File: config.mk
export PLATFORM = sky130hd
export DESIGN_NAME = matrix_scan_ctrl
export DESIGN_NICKNAME = d
export VERILOG_FILES = /design/src/rtl/matrix_scan_ctrl.sv
export SDC_FILE = /design/constraint.sdc
export NUM_CORES = 1
export LEC_CHECK = 0
export CAP_MARGIN = 30
export CORE_ASPECT_RATIO = 1.5
export CORE_MARGIN = 2
export CORE_UTILIZATION = 56
export CTS_CLUSTER_SIZE = 14
export DETAILED_ROUTE_END_ITERATION = 10
export DONT_BUFFER_PORTS = 1
export GPL_ROUTABILITY_DRIVEN = 0
export GPL_TIMING_DRIVEN = 0
export PLACE_DENSITY = 0.84
export SETUP_SLACK_MARGIN = 0.02
export SYNTH_ARGS = -nofsm -noshare
export SYNTH_HDL_FRONTEND = slang
export SYNTH_SLANG_ARGS = --single-unit
File: constraint.sdc
create_clock -name clk -period 1.1 [get_ports clk]
set_input_delay 0.11 -clock clk [delete_from_list [all_inputs] [get_ports clk]]
set_output_delay 0.11 -clock clk [all_outputs]
set_load 0.02 [all_outputs]
File: src/rtl/matrix_scan_ctrl.sv
// LED matrix scan controller: fetches one 16-bit frame-buffer row at a time, shifts it
// out to the column driver, steps the row driver, latches and displays it for DWELL cycles.
module matrix_scan_ctrl #(
    parameter int unsigned DWELL = 64
) (
    input  logic        clk,
    input  logic        reset_n,
    input  logic        enable,
    output logic [3:0]  row_addr,
    input  logic [15:0] row_data,
    input  logic        swap_req,
    output logic        swap_ack,
    output logic        frame_start,
    output logic        CSDI,
    output logic        CCLK,
    output logic        RSDI,
    output logic        RCLK,
    output logic        LE,
    output logic        OEB
);

    typedef enum logic [2:0] {
        IDLE, FETCH, LOAD, COL, ROW, LATCH, SHOW
    } state_e;

    localparam logic [7:0] DWELL_LAST = 8'(DWELL - 1);

    // Reset asserts immediately but is released only after two clean clk edges.
    logic [1:0] rst_sync_q;
    logic       rst_int_n;

    always_ff @(posedge clk or negedge reset_n) begin
        if (!reset_n) rst_sync_q <= '0;
        else          rst_sync_q <= {rst_sync_q[0], 1'b1};
    end

    assign rst_int_n = rst_sync_q[1];

    state_e      state_q, state_d;
    logic [3:0]  row_q, row_d;
    logic [4:0]  bit_cnt_q, bit_cnt_d;
    logic [7:0]  dwell_q, dwell_d;
    logic [15:0] shreg_q, shreg_d;
    logic        swap_ack_q, swap_ack_d;
    logic        frame_start_q, frame_start_d;

    always_ff @(posedge clk or negedge rst_int_n) begin
        if (!rst_int_n) begin
            state_q       <= IDLE;
            row_q         <= '0;
            bit_cnt_q     <= '0;
            dwell_q       <= '0;
            shreg_q       <= '0;
            swap_ack_q    <= 1'b0;
            frame_start_q <= 1'b0;
        end else begin
            state_q       <= state_d;
            row_q         <= row_d;
            bit_cnt_q     <= bit_cnt_d;
            dwell_q       <= dwell_d;
            shreg_q       <= shreg_d;
            swap_ack_q    <= swap_ack_d;
            frame_start_q <= frame_start_d;
        end
    end

    always_comb begin
        state_d       = state_q;
        row_d         = row_q;
        bit_cnt_d     = bit_cnt_q;
        dwell_d       = dwell_q;
        shreg_d       = shreg_q;
        swap_ack_d    = 1'b0;
        frame_start_d = 1'b0;
        OEB           = 1'b1;
        LE            = 1'b0;
        CSDI          = 1'b0;
        CCLK          = 1'b0;
        RSDI          = 1'b0;
        RCLK          = 1'b0;

        case (state_q)
            IDLE: begin
                if (enable) begin
                    state_d = FETCH;
                    row_d   = 4'd0;
                end
            end
            FETCH: begin
                frame_start_d = (row_q == 4'd0);
                state_d       = LOAD;
            end
            LOAD: begin
                shreg_d   = row_data;
                bit_cnt_d = 5'd0;
                state_d   = COL;
            end
            COL: begin
                // Even count presents the bit, odd count clocks it; shift after the clock.
                CSDI      = shreg_q[15];
                CCLK      = bit_cnt_q[0];
                OEB       = (row_q == 4'd0);
                bit_cnt_d = bit_cnt_q + 5'd1;
                if (bit_cnt_q[0]) shreg_d = {shreg_q[14:0], 1'b0};
                if (bit_cnt_q == 5'd31) state_d = ROW;
            end
            ROW: begin
                RSDI      = (row_q == 4'd0);
                RCLK      = bit_cnt_q[0];
                OEB       = (row_q == 4'd0);
                bit_cnt_d = bit_cnt_q + 5'd1;
                if (bit_cnt_q[0]) state_d = LATCH;
            end
            LATCH: begin
                LE      = 1'b1;
                dwell_d = 8'd0;
                state_d = SHOW;
            end
            SHOW: begin
                OEB     = 1'b0;
                dwell_d = dwell_q + 8'd1;
                if (dwell_q == DWELL_LAST) begin
                    row_d      = row_q + 4'd1;
                    swap_ack_d = (row_q == 4'd15) && swap_req;
                    state_d    = enable ? FETCH : IDLE;
                end
            end
            default: state_d = IDLE;
        endcase
    end

    assign row_addr    = row_q;
    assign swap_ack    = swap_ack_q;
    assign frame_start = frame_start_q;

endmodule

# After elaboration in Yosys (flattened, before gate mapping)

Index checks and enable logic that the tools add are counted.

Eq/ne operators: 14
Reduce and logical (&&, ||, !) cells: 11
$add $sub $neg: 3
Mux-type cells: 22

Operators by type and width:

| operator                                                               | count |
|---|---|
| 16-bit one-hot mux with 2 select lines                                 | 1 |
| 3-bit one-hot mux with 7 select lines                                  | 1 |
| 16-bit two-way mux                                                     | 1 |
| 8-bit one-hot mux with 2 select lines                                  | 1 |
| 3-bit two-way mux                                                      | 4 |
| 2-bit inequality test (second input constant)                          | 5 |
| 5-bit one-hot mux with 2 select lines                                  | 1 |
| 3-bit equality test (second input constant)                            | 3 |
| 1-bit two-way mux                                                      | 9 |
| 8-bit by 1-bit adder with 8-bit output (second input constant)         | 1 |
| 8-bit by 6-bit equality test with 1-bit output (second input constant) | 1 |
| 4-bit two-way mux                                                      | 2 |
| 4-bit one-hot mux with 2 select lines                                  | 1 |
| 2-bit nonzero test                                                     | 4 |
| 3-bit by 2-bit equality test with 1-bit output (second input constant) | 2 |
| 5-bit by 1-bit adder with 5-bit output (second input constant)         | 1 |
| 5-bit equality test (second input constant)                            | 1 |
| 4-bit by 1-bit adder with 4-bit output (second input constant)         | 1 |
| 4-bit equality test (second input constant)                            | 1 |
| 4-bit logical NOT                                                      | 1 |
| 4-bit AND reduction                                                    | 1 |
| 3-bit by 1-bit equality test with 1-bit output (second input constant) | 1 |
| 3-bit logical NOT                                                      | 1 |
| 3-bit AND reduction                                                    | 1 |
| other kinds (4)                                                        | 4 |

Flip-flop bits (word level): 40
Output and inout bits: 12
Logic and storage cells: 58
Input port bits: 20

# Longest topological paths before layout

Gate-level depths: netlist of run 1.

Depth after elaboration: 4
Gate-level depth with buffers: 7
Mapped depth without buffers: 6

# Worst setup path before layout of run 1

OpenSTA, ideal clock, no wires.

Path type: reg2out
Start: register row_q[0] (netlist: row_addr[0])
End: output port RSDI
Arrival: 1.372 ns
Required time: 0.990 ns
Cell stages (with the launch flop): 5
Buffers on the path: 0
Path slack: -0.382 ns
Cells stage by stage: dfrtp_1 inv_1 ha_1 nand3_1 nor3b_1

Word-level cells in the longest chain between the ends: 2

Ends and longest elaborated chain:

| element                | line | RTL |
|---|---|---|
| start, declared        | 40   | `logic [3:0] row_q, row_d;` |
| start signal, assigned | 58   | `row_q <= row_d;` |
| 4-bit logical NOT      | 108  | `RSDI = (row_q == 4'd0);` |
| 1-bit two-way mux      | 82   | `case (state_q)` |
| end, declared          | 16   | `output logic RSDI,` |

Every way passes these cells.

# Worst setup path in the final report of run 1

Start: register state_q[1]
End: register row_q[2] (netlist: row_addr[2])

Word-level cells in the longest chain between the ends: 3

Ends and longest elaborated chain:

| element                                                                      | line | RTL |
|---|---|---|
| start, declared                                                              | 39   | `state_e state_q, state_d;` |
| start signal, assigned                                                       | 57   | `state_q <= state_d;` |
| 3-bit equality test / 3-bit logical NOT (equally long branches)              | 82   |  |
| 2-bit inequality test (no line) / 2-bit nonzero test (equally long branches) | -    |  |
| 3-bit AND reduction (no line)                                                | -    |  |

Several ways; a longest one is shown, not always the timed one.
A chain may end at the register's enable or synchronous reset.

==> results.json, run 1 <==
{
  "startpoint_type": "flip-flop",
  "layout.nets": 297,
  "die_area_um2": 4320,
  "clk_pin_slew_worst_paths_ns": 0.08,
  "track_usage": 0.357,
  "postSynthCellCount": 206,
  "multi_input_area_um2": 1400,
  "reg2reg_depth": 7,
  "power.total_mw": 9.75,
  "regArea_um2": 1010,
  "cap_violations": 0,
  "finalHoldViolCount": 0,
  "area_delta_synth_final_pct": 56.7,
  "grt_first_pass_wirelength_um": 10700,
  "portBuffers": 0,
  "crit_required_ns": 1.30,
  "numCtsBuffers": 5,
  "vias_per_cell": 6.94,
  "worstHoldStart": "row_data[11]",
  "reg2reg_from": "state_q[1]$_DFFE_PN0P_",
  "clk_latency_ns": 0.31,
  "failed_checks": "negative setup slack",
  "worst-path-max-fanout": 5,
  "p_sw_frac": 0.438,
  "leakagePower_nw": 1.51,
  "rsz0062_at_grt": "yes",
  "final_area_um2": 3330,
  "comb_power_share": 0.619,
  "drt-pass1-iter-count": 5,
  "yosysWarnings": 0,
  "status": "complete, but fails checks",
  "dr.first_iter.drc_count": 151,
  "power_frac_clock": 0.125,
  "min_to": "shreg_q[11]$_DFFE_PN0P_",
  "p_seq_frac": 0.256,
  "die_w_um": 54.3,
  "period_needed_ns": 1.66,
  "fp.dieH_um": 79.5,
  "criticalPathCategory": "reg2reg",
  "fill_cells": 121,
  "critical-path-slowest-cell": "dfrtp_1",
  "p_int_mw": 5.48,
  "syn_nets": 231,
  "fmax_ghz": 0.603,
  "synth_area_um2": 2130,
  "wl_per_cell_um": 28.2,
  "root_buffer": "clkbuf_8",
  "cp_cell_sequence": "buf_6, buf_12, and3b_4, buf_8, a21oi_4, a21oi_2, mux2i_1",
  "gr-total-overflow": 0,
  "maxSlewViolCount": 0,
  "hold_slack_ns": 0.0215,
  "power_density_nw_per_um2": 2930,
  "grt_start_max_net_pins": 39,
  "synth_top_area_cell": "dfrtp_1",
  "htreeDepth": 2,
  "slowest_delay_ns": 0.39,
  "grt_pass1_vias": 2095,
  "start_util": 0.583,
  "synth_commonest_cells": "40 x dfrtp_1, 26 x o21ai_1, 22 x nand2_1, 18 x mux2i_1, 10 x a21oi_1",
  "synthTopCellsByArea": "dfrtp_1 47%, mux2i_1 8.5%, o21ai_1 6.1%",
  "worstReg2RegEnd": "row_addr[2]$_DFFE_PN0P_",
  "fp-row-count": 27,
  "setup_violations": 44,
  "synth_edf_count": 0,
  "cp.arrival_ns": 1.86,
  "avgSynthCellArea_um2": 10.3,
  "setup_tns_ns": -16.07,
  "fp.coreArea_um2": 3650,
  "ys_ff_latch": 40,
  "cts_sinks": 40,
  "grt_antenna_before_repair": 0,
  "relSlewSlack": 0.666,
  "rrSetupSlack_ns": -0.56,
  "end_kind": "flip-flop",
  "hpwl_um": 3150,
  "worst_pin_slew_ns": 0.501,
  "cts_tree": "yes",
  "drive_above_1_share": 0.560,
  "routed_wl_um": 8910,
  "synth_top_area_frac": 0.471,
  "cts.path.max_buffers": 2,
  "synth.distinct_cells": 52,
  "hold_depth": 2,
  "num_io_pins": 32,
  "drc": 0,
  "synth_flop_cell": "dfrtp_1",
  "max-vdd-ir-drop_v": 0.00271,
  "detail-route-antenna-nets": 0,
  "place_area_um2": 2280,
  "skew_ns": 0.0178,
  "num_vias": 2194,
  "n_antenna_cell": 0,
  "hp-class": "in2reg",
  "p_switching_mw": 4.27,
  "worst_slack_ns": -0.558,
  "post-route-period-util": 1.51,
  "ys_seq_area_frac": 0.471,
  "async_flop_share": 1.00,
  "yosysMostFrequentCell": "dfrtp_1"
}
-- critical path, delay by kind of cell, from the launching register on --
| family | cells | cell delay [ns] |
|---|---|---|
| DFF | 1 | 0.39 |
| muxes | 1 | 0.21 |
| and+or+nand+nor | 1 | 0.20 |
| AOI/OAI and AO/OA | 2 | 0.31 |
| buffers and inverters | 3 | 0.43 |
-- final cells by class --
cell class,count,area share
flip-flops and latches,40,0.304
multi-input cells,147,0.420
repair buffers,59,0.174
plain buffers,11,0.0428
well taps,43,0.0162
clock buffers,6,0.0218
clock inverters,2,0.0105
inverters,8,0.0113
-- placed cells by master, fill, tap and decap left out, types with 5 or more instances in the layout --
| master | netlist | final |
|---|---|---|
| nand2_1 | 22 | 21 |
| a21oi_2 | 1 | 8 |
| buf_6 | 4 | 22 |
| nand3_1 | 9 | 6 |
| mux2i_1 | 18 | 13 |
| o21ai_1 | 26 | 19 |
| buf_4 | 1 | 35 |
| dfrtp_1 | 40 | 34 |
| o21ai_2 | 0 | 6 |
| dfrtp_2 | 0 | 5 |
| clkbuf_8 | 0 | 5 |
-- through the flow --
stage / util / std cells / setup WS (ns)
global route: 0.913 / 316 / -0.620
floorplan: - / 206 / -0.202
detailed placement: 0.625 / 249 / -0.341
CTS: 0.833 / 302 / -0.479
global placement: 0.625 / 249 / -0.288
finish: 0.913 / 316 / -0.558
-- kinds of logic (layout without fill, tap and decap cells) --
group                      Yosys count  after routing  share of synthesized area
buffers and inverters               19             86                     0.0589
adders and majority gates            5              5                     0.0294
muxes                               19             19                     0.0901
other                                1              1                    0.00176
xor gates and xnor gates             1              1                    0.00412
and+or+nand+nor                     63             63                      0.178
AOI/OAI and AO/OA                   58             58                      0.167
DFF                                 40             40                      0.471
-- per-layer routing --
metal | GRT usage | routed length [um]
met1 | 0.344 | 2900
met2 | 0.601 | 4350
met3 | 0.124 | 890
met4 | 0.248 | 770
met5 | 0 | 0
-- timing repair --
item | CTS | global route
endpoints found under the setup margin | 44 | 49
buffers inserted | 39 | 17
pin swaps | 27 | 17
endpoints found under the hold margin | 4 | 1
hold buffers | 3 | 1
gates cloned | 3 | 0
resized for setup | 66 | 42
-- state kept, by name (all words and copies together), names as in the netlist --
| signal | cells |
|---|---|
| row_addr | 4 |
| rst_sync_q | 2 |
| state_q | 3 |
| shreg_q | 16 |
| dwell_q | 8 |
| frame_start | 1 |
| swap_ack | 1 |
| bit_cnt_q | 5 |
-- power by group through the flow --
stage / clock network [mW] / logic (mW) / registers (mW)
2_1_floorplan: 0 / 2.59 / 2.26
3_3_place_gp: 0 / 2.99 / 2.33
3_5_place_dp: 0 / 3.08 / 2.36
4_1_cts: 1.20 / 4.65 / 2.36
5_1_grt: 1.27 / 6.31 / 2.51
6_report: 1.22 / 6.03 / 2.50
-- worst max path at each step --
stage	from	end	slack [ns]	depth (start not counted)
3_3_place_gp	row_addr[0]$_DFFE_PN0P_	OEB	-0.29	4
5_1_grt	state_q[1]$_DFFE_PN0P_	row_addr[2]$_DFFE_PN0P_	-0.62	7
4_1_cts	row_addr[1]$_DFFE_PN0P_	OEB	-0.48	4
3_5_place_dp	state_q[0]$_DFFE_PN0P_	shreg_q[3]$_DFFE_PN0P_	-0.34	6
6_report	state_q[1]$_DFFE_PN0P_	row_addr[2]$_DFFE_PN0P_	-0.56	7
2_1_floorplan	dwell_q[0]$_DFFE_PN0P_	state_q[2]$_DFFE_PN0P_	-0.20	5
Note: power is estimated with default switching activity, not from simulation.
==> run 2, diff against run 1 <==
CORE_MARGIN = default   (was 2)
PLACE_DENSITY = 0.81   (was 0.84)
clock period = 1.9 ns   (was 1.1 ns; I/O delays follow)
==> run 2 against run 1 <==
The run now ends clean. Combinational power down 72%. Hold slack better by 0.012 ns. Final area down 31%. Clock skew down 0.014 ns. Critical path depth down 4. Via count down 29%. Core utilization down 28 points. Cell count down 18%. First-iteration DRC count down 75%. Clock power down 44%. Critical endpoint is now RSDI.
==> results.json, run 2 (synthesized netlist as in run 1, its figures left out) <==
{
  "status": "completed",
  "die_area_um2": 4050,
  "cap_violations": 0,
  "finalHoldViolCount": 0,
  "top_layer": "met4",
  "end_kind": "output port",
  "max-vdd-ir-drop_v": 0.00103,
  "criticalPathCategory": "reg2out",
  "place_inst": 249,
  "die_w_um": 52.3,
  "fmax_ghz": 0.537,
  "grt_start_max_net_pins": 39,
  "cp_cell_sequence": "buf_6, clkbuf_1, nor3b_2",
  "maxSlewViolCount": 0,
  "regMostFlops": "shreg_q",
  "final_core_util": 0.633,
  "detail-route-antenna-nets": 0,
  "crit_required_ns": 1.71,
  "final_cell_mix": "39 x dfrtp_1, 26 x o21ai_1, 22 x nand2_1",
  "layout.cells.non_filler": 258,
  "dr.first_iter.drc_count": 38,
  "met1_length_um": 1650,
  "start_util": 0.583,
  "clk_pin_slew_worst_paths_ns": 0.08,
  "leakagePower_nw": 1.10,
  "worst_slack_ns": 0.0395,
  "grt_first_pass_wirelength_um": 6640,
  "largest_reg_flops": 16,
  "top_regs": "shreg_q (16), dwell_q (8), bit_cnt_q (5)",
  "gr-total-overflow": 0,
  "routed_wl_um": 4040,
  "htreeDepth": 2,
  "slowest_delay_ns": 0.45,
  "drc": 0,
  "route.met3.wl_um": 187,
  "num_io_pins": 32,
  "met2_length_um": 2160,
  "grt_pass1_vias": 1557,
  "power.total_mw": 3.71,
  "relSlewSlack": 0.455,
  "skew_ns": 0.00382,
  "hp-class": "in2reg",
  "layout.nets": 239,
  "setup_tns_ns": 0,
  "cts.path.max_buffers": 2,
  "n_antenna_cell": 0,
  "hold_slack_ns": 0.0332,
  "regArea_um2": 1000,
  "wl_per_cell_um": 15.6,
  "fp.dieH_um": 77.5,
  "grt_antenna_before_repair": 0,
  "fill_cells": 301,
  "fp.coreArea_um2": 3650,
  "critical-path-slowest-cell": "nor3b_2",
  "fp-row-count": 27,
  "worst_pin_slew_ns": 0.817,
  "setup_violations": 0,
  "vias_per_cell": 6.04,
  "num_vias": 1559,
  "area_delta_synth_final_pct": 8.71,
  "worst-path-max-fanout": 10,
  "place_area_um2": 2180,
  "track_usage": 0.217,
  "clk_latency_ns": 0.29,
  "post-route-period-util": 0.979,
  "portBuffers": 0,
  "startpoint_type": "flip-flop",
  "power_density_nw_per_um2": 1610,
  "cts_tree": "yes",
  "hpwl_um": 2990,
  "final_area_um2": 2310,
  "drt-pass1-iter-count": 4,
  "drive_above_1_share": 0.153,
  "multi_input_area_um2": 1010,
  "final_common_cell": "dfrtp_1",
  "rsz0062_at_grt": "yes",
  "cp.arrival_ns": 1.67,
  "cts_sinks": 40,
  "root_buffer": "clkbuf_8",
  "pre_cts_slack_ns": 0.190,
  "period_needed_ns": 1.86,
  "numCtsBuffers": 5
}
-- run 2: changes by cell type in the layout (fill, tap and decap cells not counted), moves of 4 or more --
cell     previous run  this run
o21ai_2             6         0
a21oi_1             2        10
ha_4                4         0
buf_6              22         4
mux2i_1            13        18
o21ai_1            19        26
ha_1                1         5
nor2_1              3         9
dfrtp_2             5         1
mux2i_2             4         0
dfrtp_1            34        39
a21oi_2             8         1
buf_4              35         1
-- run 2: final timing paths --
check	start	endpoint	slack (ns)	cells after the start
worst min-delay path	swap_req	swap_ack$_DFF_PN0_	0.03	2
max in group asynchronous	rst_sync_q[1]$_DFF_PN0_	bit_cnt_q[1]$_DFFE_PN0P_	1.02	0
worst max-delay path	state_q[2]$_DFFE_PN0P_	RSDI	0.04	3
min in group asynchronous	reset_n	rst_sync_q[0]$_DFF_PN0_	0.13	1
worst min register to register	rst_sync_q[0]$_DFF_PN0_	rst_sync_q[1]$_DFF_PN0_	0.36	0
worst max register to register	bit_cnt_q[1]$_DFFE_PN0P_	state_q[0]$_DFFE_PN0P_	0.37	6
-- run 2: layer usage --
layer | global-route usage | vias to the layer above
met4 | 0.0737 | 0
li1 | - | 761
met5 | 0 | -
met1 | 0.232 | 764
met2 | 0.395 | 29
met3 | 0.0549 | 5
-- run 2: repair_timing --
| action | in CTS | in global routing |
|---|---|---|
| buffers inserted | 0 | 0 |
| cloned | 0 | 0 |
| gates resized for setup | 2 | 0 |
| hold buffers | 1 | 0 |
| hold endpoints to repair | 2 | 0 |
| setup endpoints to repair | 2 | 2 |
| pin swaps | 0 | 0 |
-- run 2: where the power goes --
part           leakage (nW)  total (mW)  switching [mW]  internal, mW
logic                 0.534        1.70           0.981         0.722
clock network        0.0552       0.683           0.293         0.390
registers             0.515        1.33           0.231          1.10
-- run 2: layout make-up --
cell class | count | area share
plain buffers | 11 | 0.0411
well taps | 43 | 0.0233
clock inverters | 2 | 0.0152
clock buffers | 6 | 0.0314
repair buffers | 1 | 0.00433
multi-input cells | 147 | 0.438
inverters | 8 | 0.0130
flip-flops and latches | 40 | 0.434
-- run 2: critical path, delay by kind of cell (launching register included) --
kind                   cells  cell delay (ns)
DFF                        1             0.37
and+or+nand+nor            1             0.45
buffers and inverters      2             0.56
